$ cat src/rtl/stepper_position_ctrl.sv
// Stepper motion controller: decodes MOVE/HOME/STOP commands and drives step/dir/enable
// with a fixed pulse width and direction setup time. It also tracks absolute position and homing.
module stepper_position_ctrl #(
  parameter int unsigned STEP_DIV  = 100000,
  parameter int unsigned PULSE_W   = 200,
  parameter int unsigned DIR_SETUP = 100,
  parameter int unsigned POS_MAX   = 4000,
  parameter int unsigned HOME_MAX  = 8000
) (
  input  logic        clk,
  input  logic        reset,
  input  logic [31:0] cmd_data,
  input  logic        cmd_valid,
  input  logic        limit_switch,
  output logic        step,
  output logic        dir,
  output logic        enable,
  output logic [31:0] status
);

  localparam int unsigned HCW = $clog2(HOME_MAX + 1);
  localparam logic [31:0] DIR_LAST  = 32'(DIR_SETUP - 1);
  localparam logic [31:0] HI_LAST   = 32'(PULSE_W - 1);
  localparam logic [31:0] LO_LAST   = 32'(STEP_DIV - PULSE_W - 1);
  localparam logic [31:0] PER_LAST  = 32'(STEP_DIV - 1);
  localparam logic [31:0] PULSE_W_C = 32'(PULSE_W);
  localparam logic [15:0] POS_MAX_C = 16'(POS_MAX);
  localparam logic [HCW-1:0] HOME_MAX_C = HCW'(HOME_MAX);
  localparam logic [HCW-1:0] HOME_ONE   = HCW'(1);

  typedef enum logic [2:0] {
    S_IDLE    = 3'd0,
    S_DIR_SET = 3'd1,
    S_STEP_HI = 3'd2,
    S_STEP_LO = 3'd3,
    S_HOMING  = 3'd4,
    S_FAULT   = 3'd5
  } state_t;

  state_t         state_q, state_d;
  logic [31:0]    cnt_q, cnt_d;
  logic [15:0]    pos_q, pos_d, target_q, target_d;
  logic [HCW-1:0] home_cnt_q, home_cnt_d;
  logic           dir_q, dir_d, step_q, step_d, enable_q, enable_d, busy_q, busy_d;
  logic           homed_q, homed_d, fault_q, fault_d, limit_hit_q, limit_hit_d;
  logic           cmd_err_q, cmd_err_d, homing_q, homing_d, stop_q, stop_d;

  logic           is_move, is_home, is_stop, limit_evt, moving;
  logic [15:0]    tgt_clamp;
  logic           unused_cmd_bits;

  function automatic logic [15:0] next_pos(input logic [15:0] p, input logic up);
    logic [15:0] r;
    r = p;
    if (up) begin
      if (p < POS_MAX_C) r = p + 16'd1;
      else               r = p;
    end else begin
      if (p != 16'd0) r = p - 16'd1;
      else            r = p;
    end
    return r;
  endfunction

  assign is_move   = cmd_valid && (cmd_data[31:30] == 2'b01);
  assign is_home   = cmd_valid && (cmd_data[31:30] == 2'b10);
  assign is_stop   = cmd_valid && (cmd_data[31:30] == 2'b11);
  assign tgt_clamp = (cmd_data[15:0] > POS_MAX_C) ? POS_MAX_C : cmd_data[15:0];
  assign unused_cmd_bits = ^cmd_data[29:16];
  assign moving    = (state_q == S_DIR_SET) || (state_q == S_STEP_HI) ||
                     (state_q == S_STEP_LO) || (state_q == S_HOMING);
  // A limit taken at a period boundary swallows any command strobed in that cycle.
  assign limit_evt = ((state_q == S_STEP_LO) && (cnt_q == LO_LAST) && !dir_q && limit_switch) ||
                     ((state_q == S_HOMING) && (cnt_q == PER_LAST) && limit_switch);

  always_comb begin
    state_d     = state_q;
    cnt_d       = cnt_q;
    pos_d       = pos_q;
    target_d    = target_q;
    home_cnt_d  = home_cnt_q;
    dir_d       = dir_q;
    enable_d    = enable_q;
    homed_d     = homed_q;
    fault_d     = fault_q;
    limit_hit_d = limit_hit_q;
    cmd_err_d   = cmd_err_q;
    homing_d    = homing_q;
    stop_d      = stop_q;

    case (state_q)
      S_IDLE: begin
        if (is_move) begin
          if (!homed_q) begin
            cmd_err_d = 1'b1;
          end else begin
            cmd_err_d   = 1'b0;
            limit_hit_d = 1'b0;
            if (tgt_clamp != pos_q) begin
              target_d = tgt_clamp;
              dir_d    = (tgt_clamp > pos_q);
              homing_d = 1'b0;
              stop_d   = 1'b0;
              cnt_d    = 32'd0;
              state_d  = S_DIR_SET;
            end else begin
              state_d = S_IDLE;
            end
          end
        end else if (is_home) begin
          cmd_err_d   = 1'b0;
          limit_hit_d = 1'b0;
          dir_d       = 1'b0;
          homed_d     = 1'b0;
          homing_d    = 1'b1;
          stop_d      = 1'b0;
          cnt_d       = 32'd0;
          state_d     = S_DIR_SET;
        end else begin
          state_d = S_IDLE;
        end
      end
      S_DIR_SET: begin
        if (cnt_q == DIR_LAST) begin
          cnt_d = 32'd0;
          if (stop_q || (!homing_q && (target_q == pos_q))) begin
            homing_d = 1'b0;
            state_d  = S_IDLE;
          end else if (homing_q) begin
            home_cnt_d = HOME_ONE;
            state_d    = S_HOMING;
          end else begin
            pos_d   = next_pos(pos_q, dir_q);
            state_d = S_STEP_HI;
          end
        end else begin
          cnt_d = cnt_q + 32'd1;
        end
      end
      S_STEP_HI: begin
        if (cnt_q == HI_LAST) begin
          cnt_d   = 32'd0;
          state_d = S_STEP_LO;
        end else begin
          cnt_d = cnt_q + 32'd1;
        end
      end
      S_STEP_LO: begin
        if (cnt_q == LO_LAST) begin
          cnt_d = 32'd0;
          if (!dir_q && limit_switch) begin
            pos_d       = 16'd0;
            limit_hit_d = 1'b1;
            state_d     = S_IDLE;
          end else if (stop_q || (target_q == pos_q)) begin
            state_d = S_IDLE;
          end else if ((target_q > pos_q) != dir_q) begin
            dir_d   = (target_q > pos_q);
            state_d = S_DIR_SET;
          end else begin
            pos_d   = next_pos(pos_q, dir_q);
            state_d = S_STEP_HI;
          end
        end else begin
          cnt_d = cnt_q + 32'd1;
        end
      end
      S_HOMING: begin
        if (cnt_q == PER_LAST) begin
          cnt_d = 32'd0;
          if (limit_switch) begin
            pos_d    = 16'd0;
            homed_d  = 1'b1;
            homing_d = 1'b0;
            state_d  = S_IDLE;
          end else if (stop_q) begin
            homing_d = 1'b0;
            state_d  = S_IDLE;
          end else if (home_cnt_q >= HOME_MAX_C) begin
            fault_d  = 1'b1;
            enable_d = 1'b0;
            homing_d = 1'b0;
            state_d  = S_FAULT;
          end else begin
            home_cnt_d = home_cnt_q + HOME_ONE;
          end
        end else begin
          cnt_d = cnt_q + 32'd1;
        end
      end
      S_FAULT: begin
        if (is_home) begin
          enable_d    = 1'b1;
          fault_d     = 1'b0;
          cmd_err_d   = 1'b0;
          limit_hit_d = 1'b0;
          dir_d       = 1'b0;
          homed_d     = 1'b0;
          homing_d    = 1'b1;
          stop_d      = 1'b0;
          cnt_d       = 32'd0;
          state_d     = S_DIR_SET;
        end else begin
          state_d = S_FAULT;
        end
      end
      default: begin
        state_d = S_IDLE;
      end
    endcase

    // Commands arriving mid-motion are only latched; the period-end logic acts on them.
    if (moving && !limit_evt) begin
      if (is_move) begin
        if (homing_q) begin
          cmd_err_d = 1'b1;
        end else begin
          target_d    = tgt_clamp;
          stop_d      = 1'b0;
          cmd_err_d   = 1'b0;
          limit_hit_d = 1'b0;
        end
      end else if (is_home) begin
        cmd_err_d = 1'b1;
      end else if (is_stop) begin
        stop_d      = 1'b1;
        cmd_err_d   = 1'b0;
        limit_hit_d = 1'b0;
      end else begin
        stop_d = stop_q;
      end
    end else begin
      stop_d = stop_d;
    end

    step_d = (state_d == S_STEP_HI) || ((state_d == S_HOMING) && (cnt_d < PULSE_W_C));
    busy_d = (state_d != S_IDLE) && (state_d != S_FAULT);
  end

  // State and output registers with synchronous reset.
  always_ff @(posedge clk) begin
    if (reset) begin
      state_q     <= S_IDLE;
      cnt_q       <= 32'd0;
      pos_q       <= 16'd0;
      target_q    <= 16'd0;
      home_cnt_q  <= '0;
      dir_q       <= 1'b0;
      step_q      <= 1'b0;
      enable_q    <= 1'b1;
      busy_q      <= 1'b0;
      homed_q     <= 1'b0;
      fault_q     <= 1'b0;
      limit_hit_q <= 1'b0;
      cmd_err_q   <= 1'b0;
      homing_q    <= 1'b0;
      stop_q      <= 1'b0;
    end else begin
      state_q     <= state_d;
      cnt_q       <= cnt_d;
      pos_q       <= pos_d;
      target_q    <= target_d;
      home_cnt_q  <= home_cnt_d;
      dir_q       <= dir_d;
      step_q      <= step_d;
      enable_q    <= enable_d;
      busy_q      <= busy_d;
      homed_q     <= homed_d;
      fault_q     <= fault_d;
      limit_hit_q <= limit_hit_d;
      cmd_err_q   <= cmd_err_d;
      homing_q    <= homing_d;
      stop_q      <= stop_d;
    end
  end

  assign step   = step_q;
  assign dir    = dir_q;
  assign enable = enable_q;
  assign status = {busy_q, homed_q, fault_q, limit_hit_q, cmd_err_q, 11'd0, pos_q};

endmodule
$ cat config.mk
export PLATFORM = sky130hd
export DESIGN_NAME = stepper_position_ctrl
export DESIGN_NICKNAME = d
export VERILOG_FILES = /design/src/rtl/stepper_position_ctrl.sv
export SDC_FILE = /design/constraint.sdc
export NUM_CORES = 1
export LEC_CHECK = 0
export CAP_MARGIN = 40
export CORE_UTILIZATION = 45
export DETAILED_ROUTE_END_ITERATION = 10
export PLACE_DENSITY = 0.79
export SLEW_MARGIN = 20
export SYNTH_ARGS = -nofsm -noshare
export SYNTH_HDL_FRONTEND = slang
export SYNTH_SLANG_ARGS = --single-unit
$ cat constraint.sdc
create_clock -name clk -period 3.6 [get_ports clk]
set_clock_uncertainty 0.05 [all_clocks]
set_input_delay 0.36 -clock clk [delete_from_list [all_inputs] [get_ports clk]]
set_output_delay 0.36 -clock clk [all_outputs]
set_load 0.01 [all_outputs]
==> impl_metrics.yaml, run 1 <==
setup_path:
  r2r_setup_slack_ps: 210
  start_kind: "input port"
  path_class: "input port to flip-flop"
  reg2regPathDepth: 10
  r2r-start: "cnt_q[28]"
  worstPathMaxFanout: 6
  worstPathArrival_ps: 3930
  end_kind: "flip-flop"
  crit_required_ps: 3860
  rr_endpoint: "step"
route:
  dr.pass1.iters: 6
  drt_wl_total_mm: 20.3
  post_drt_wl_per_cell_microns: 17.6
  drtIter0Drc: 1014
  antenna_left: 0
  vias: 7185
  viasPerCell: 6.23
  drc: 0
synth:
  ys.flop_type: "dfxtp_1"
  syn_area_sq_um: 6330
  netlist.area_leader.share_pct: 28.5
  ys_ff_latch: 90
  synth.distinct_cells: 75
  synthCells: 865
  yosysWarnings: 0
  synth_edf_count: 0
  yosys-top-cells-area: "dfxtp_1 28%, ha_1 7.3%, nor2_1 5.9%"
  synth-seq-area-share_pct: 28.5
  ys_async_sr_fraction_pct: 0
  syn_avg_cell_area_sq_um: 7.32
  yosys.area.top_type: "dfxtp_1"
cells_and_area:
  layout_commonest_cell: "nor2_1"
  area_delta_synth_final_pct: 27.2
  num-fill-cells: 1145
  antenna_cells: 0
  final_cell_mix: "99 x nor2_1, 94 x buf_4, 90 x nand2_1, 90 x dfxtp_1, 70 x a21oi_1"
  drive_above_1_share_pct: 15.9
  fin_cells: 1153
  finalNetCount: 1045
sta:
  worst_slack_ps: -68.3
  slew_violations: 0
  clock.fmax_mhz: 273
  final.setup.tns_ps: -76.5
  hold_viol: 0
  relSlewSlack_pct: 52.9
  final.period_utilization_pct: 102
  tightest_slew_ps: 697
  period_needed_ps: 3670
  setup_viol: 2
hold_path:
  min_path_cells: 2
  holdPathEnd: "target_q[1]"
  worstHoldPathType: "input port to flip-flop"
  hold_start: "reset"
place:
  hpwl_mm: 13.1
  portBuffers: 45
  dp.cells: 1106
  gp_congestion: 0.990
power:
  seqPwrFrac_pct: 35.2
  switching_share_pct: 32.1
  leakage_nw: 3.17
  p_int_mw: 2.02
  peakVddDrop_mv: 0.265
  clockPowerShare_pct: 35.8
  p_per_area_nw_per_um2: 369
  p_switching_mw: 0.954
  p_comb_share_pct: 29.0
clock_tree:
  ctsHoldBuffers: 0
  clkSinkCount: 90
  cts_htree_levels: 3
  clock_path_buffers: 2
  cts_buffers: 9
  ctsRootBufferMaster: "clkbuf_16"
  cts_tree: "yes"
  clock_latency_ps: 360
  path_clk_slew_ps: 70
global_routing:
  grt_pass1_wl_mm: 32.4
  overflow: 0
  antenna_found_initial: 0
  grt_max_degree: 62
  track_usage_pct: 27.7
  grt_pass1_vias: 6525
floorplanning:
  die_h_microns: 121
  initial_utilization_pct: 46.9
  core_sq_um: 13500
  num_rows: 42
  io_pins: 71
  die_area_sq_um: 14500
  die_x_microns: 121
outcome:
  failed_checks: "setup timing"
  status: "complete, but fails checks"
run:
  drv_cap: 0
==> final cells by class <==
| type | count | area, sq um | share of cell area (%) |
|---|---|---|---|
| Sequential cell | 90 | 1800 | 22.4 |
| Timing Repair Buffer | 143 | 1250 | 15.5 |
| Clock buffer | 12 | 256 | 3.19 |
| Tap cell | 176 | 220 | 2.74 |
| Inverter | 27 | 101 | 1.26 |
| Clock inverter | 4 | 73.8 | 0.917 |
| Multi-Input combinational cell | 701 | 4350 | 54.0 |
==> kinds of logic (layout without fill, tap and decap cells) <==
| family | count (synthesis) | in the layout | share of synthesized area (%) |
|---|---|---|---|
| flops | 90 | 90 | 28.5 |
| buf+inv | 88 | 186 | 6.26 |
| fa+ha+maj | 37 | 37 | 7.31 |
| other cells | 1 | 15 | 0.0592 |
| xor+xnor | 14 | 14 | 1.94 |
| compound gates | 231 | 231 | 23.2 |
| simple gates | 402 | 402 | 32.5 |
| mux | 2 | 2 | 0.316 |
==> synthesized netlist by cell type (all sizes together) (4+ instances only) <==
master	instances
ha	37
clkbuf	38
a21oi	71
nor2b	9
nor4	20
and4	4
xor2	9
nand4	34
o21ai	56
a21o	15
and3	18
nor2	101
a2111oi	4
nor3	38
o21a	7
o31ai	4
a22oi	4
nand2b	13
a211oi	9
and2	9
xnor2	5
or2	8
o32ai	11
nand2	90
inv	27
a31oi	13
nand3	29
dfxtp	90
buf	23
or3	17
==> critical path: stages <==
cell and delay [ps]:
clkdlybuf4s15_1 210, nor3_2 200, nand2_1 90, a21oi_2 110
o31a_1 250, nand2b_1 130, buf_4 160, ha_4 260
nand4_1 160, o41ai_2 380, buf_4 200, or2_4 110
nand4b_1 110, or3_4 370, a2111oi_4 270, nand4_1 120
nor4_1 260, a22o_1 150
==> metal layers <==
metal / global-route usage (%) / up-vias / routed length (microns)
li1: - / 3370 / -
met1: 36.9 / 3354 / 8840
met2: 42.8 / 391 / 9220
met3: 4.48 / 70 / 1460
met4: 14.5 / 0 / 797
met5: 0 / - / 0
==> power by group through the flow <==
stage                     sequential (mW)  clock, mW  combinational [mW]
after floorplan                      1.06          0               0.503
after global placement               1.07          0               0.731
after detailed placement             1.07          0               0.741
after CTS                            1.04       1.07               0.800
after global routing                 1.05       1.12               0.933
final                                1.05       1.06               0.863
==> repair_timing <==
item	CTS	global route
hold endpoints to repair	0	0
resized for setup	14	33
setup buffers	26	5
endpoints found under the setup margin	1	3
pin swaps	17	16
==> stage by stage <==
step	power, mW	instance area (sq um)	hold WS, ps	worst slack (ps)	utilization, %
finish	2.97	8050	292	-68.3	59.6
global route	3.10	8050	303	-161	59.6
CTS	2.92	7880	273	4.00	58.3
detailed placement	1.81	7300	401	-494	54.1
global placement	1.80	7300	392	-405	54.1
floorplan	1.57	6390	382	69.1	-
==> sequential cells by signal (all words and copies together) (netlist names) <==
register     flops
cnt_q           32
pos_q           16
target_q        16
home_cnt_q      13
state_q          3
busy_q           1
cmd_err_q        1
dir              1
enable           1
fault_q          1
homed_q          1
homing_q         1
limit_hit_q      1
step             1
stop_q           1
==> how the worst max path moves through the flow <==
stage	start	to
3_5_place_dp	cmd_data[0]	step
2_1_floorplan	cmd_data[15]	step
6_report	cmd_data[1]	step
5_1_grt	cmd_data[1]	step
3_3_place_gp	cmd_data[0]	step
4_1_cts	cmd_data[14]	target_q[5]
No activity file was read; power rests on OpenSTA's default activity.
==> run 2: changes to the inputs <==
- CAP_MARGIN: 40 -> 20
==> results of run 2 <==
No change in the layout: final DEF, timing and power equal those of run 1.
==> run 3: changes to the inputs <==
- CORE_UTILIZATION: 45 -> 25
- PLACE_DENSITY: 0.79 -> 0.53
- SLEW_MARGIN: 20 -> unset
==> impl_metrics.yaml, run 3 (same netlist as run 1, synthesis figures left out) <==
cells_and_area:
  regMostFlops: "cnt_q"
  area_delta_synth_final_pct: 29.0
  antenna_cells: 0
  layout_commonest_cell: "nor2_1"
  fin_util_pct: 33.2
  reg.largest.list: "cnt_q (32), pos_q (16), target_q (16)"
  drive_above_1_share_pct: 15.3
  fin_cells: 1297
  design_area_sq_um: 8160
  largest_reg_flops: 32
  finalNetCount: 1041
  final_cell_mix: "100 x nor2_1, 90 x nand2_1, 90 x dfxtp_1"
outcome:
  status: "finished, final reports clean"
sta:
  worst_slack_ps: 107
  relSlewSlack_pct: 41.1
  slew_violations: 0
  setup_viol: 0
  final.period_utilization_pct: 97.0
  tightest_slew_ps: 883
  hold_viol: 0
  clock.fmax_mhz: 286
  period_needed_ps: 3490
setup_path:
  rr_endpoint: "pos_q[14]"
  crit_required_ps: 3760
  end_kind: "flip-flop"
  worstPathArrival_ps: 3650
  worstPathMaxFanout: 7
  crit_slowest_cell: "clkdlybuf4s50_1"
  worstPathCellList: "clkdlybuf4s50_1, nand3_2, o31a_1, and2_4, ha_4, nand4_1, o41ai_2, buf_4, or2_4, nand4b_1, buf_4, buf_4, buf_4, buf_4, buf_4, buf_4, a21oi_4, buf_4, nor2_1"
  slowest_delay_ps: 500
  reg2regPathDepth: 13
  r2r-start: "pos_q[14]"
  start_kind: "input port"
  cp_common_cell: "buf_4"
  r2r_setup_slack_ps: 320
  path_class: "input port to flip-flop"
place:
  hpwl_mm: 14.6
  dp.cells: 1271
  portBuffers: 45
  placed_cell_area_sq_um: 7630
  gp_congestion: 0.902
  preCtsSetupSlack_ps: -564
route:
  dr.pass1.iters: 7
  vias: 6679
  drtIter0Drc: 473
  post_drt_wl_per_cell_microns: 15.3
  drt_wl_total_mm: 19.8
  drc: 0
  antenna_left: 0
  viasPerCell: 5.15
floorplanning:
  die_h_microns: 161
  die_x_microns: 161
  initial_utilization_pct: 25.7
  num_rows: 57
  die_area_sq_um: 26000
  io_pins: 71
  core_sq_um: 24600
hold_path:
  holdPathEnd: "target_q[0]"
  worstHoldPathType: "flip-flop to flip-flop"
  hold_start: "target_q[0]"
  min_path_cells: 2
power:
  peakVddDrop_mv: 0.177
  leakage_nw: 3.09
  p_per_area_nw_per_um2: 348
clock_tree:
  clock_path_buffers: 2
  cts_buffers: 9
  cts_tree: "yes"
  clock_latency_ps: 360
  path_clk_slew_ps: 70
  cts_htree_levels: 3
  clkSinkCount: 90
  ctsRootBufferMaster: "clkbuf_16"
run:
  drv_cap: 0
global_routing:
  grt_pass1_vias: 6256
  track_usage_pct: 15.2
  antenna_found_initial: 0
  overflow: 0
  grt_max_degree: 39
  grt_pass1_wl_mm: 31.9
-- run 3: cell count changes in the layout (fill, tap and decap cells not counted), moves of 2 or more --
cell	previous run	this run
ha_4	4	2
clkinvlp_4	0	2
bufinv_16	2	0
buf_4	94	89
ha_1	33	35
nor4_1	13	15
dlygate4sd2_1	2	4
a21oi_1	70	68
nor4_2	4	2
dlymetal6s2s_1	12	5
clkdlybuf4s50_1	28	34
-- run 3: timing repair --
action	4_1_cts	5_1_grt
pin swaps	14	17
buffers inserted	7	3
setup endpoints to repair	1	3
hold buffers	0	0
hold endpoints to repair	0	0
gates resized for setup	19	19
-- run 3: layout make-up --
class                      instances  area (sq um)
sequential                        90          1800
multi-input combinational        701          4340
tap                              324           405
clock inverter                     4          32.5
inverter                          27           101
timing repair buffer             139          1220
clock buffer                      12           267
fill                            2623         16400
-- run 3: how the worst max path moves through the flow --
stage | start | end | slack [ps] | depth (start not counted)
after CTS | cmd_data[3] | step | 0.7 | 17
after detailed placement | cmd_data[0] | step | -560 | 18
final | cmd_data[9] | state_q[0] | 110 | 19
after global routing | cmd_data[11] | busy_q | -30 | 19
after floorplan | cmd_data[15] | step | 70 | 13
after global placement | cmd_data[0] | step | -650 | 18
-- run 3: report_power, final --
group / switching (mW) / internal [mW]
clock network: 0.439 / 0.529
logic: 0.491 / 0.353
registers: 0.0177 / 1.01
total: 0.947 / 1.90
-- run 3: metrics by stage --
stage	hold slack, ps	TNS [ps]	power (mW)
after floorplan	382	0	1.57
after global placement	396	-1600	1.85
after detailed placement	400	-1110	1.86
after CTS	411	0	2.85
after global routing	434	-59.1	3.01
final	410	0	2.84
-- run 3: layer usage --
metal | vias to the layer above | part of all wire (%) | GRT usage (%)
met5 | - | 0 | 0
met4 | 0 | 2.3 | 5.02
met1 | 3108 | 47 | 19.8
li1 | 3357 | - | -
met3 | 32 | 4.7 | 2.29
met2 | 182 | 46 | 25.4
-- run 3: worst max-delay path, delay by kind of cell --
kind	cells	cell delay [ps]
and+or+nand+nor	6	660
buffers and inverters	9	1590
AOI/OAI and AO/OA	3	800
adders and majority gates	1	260
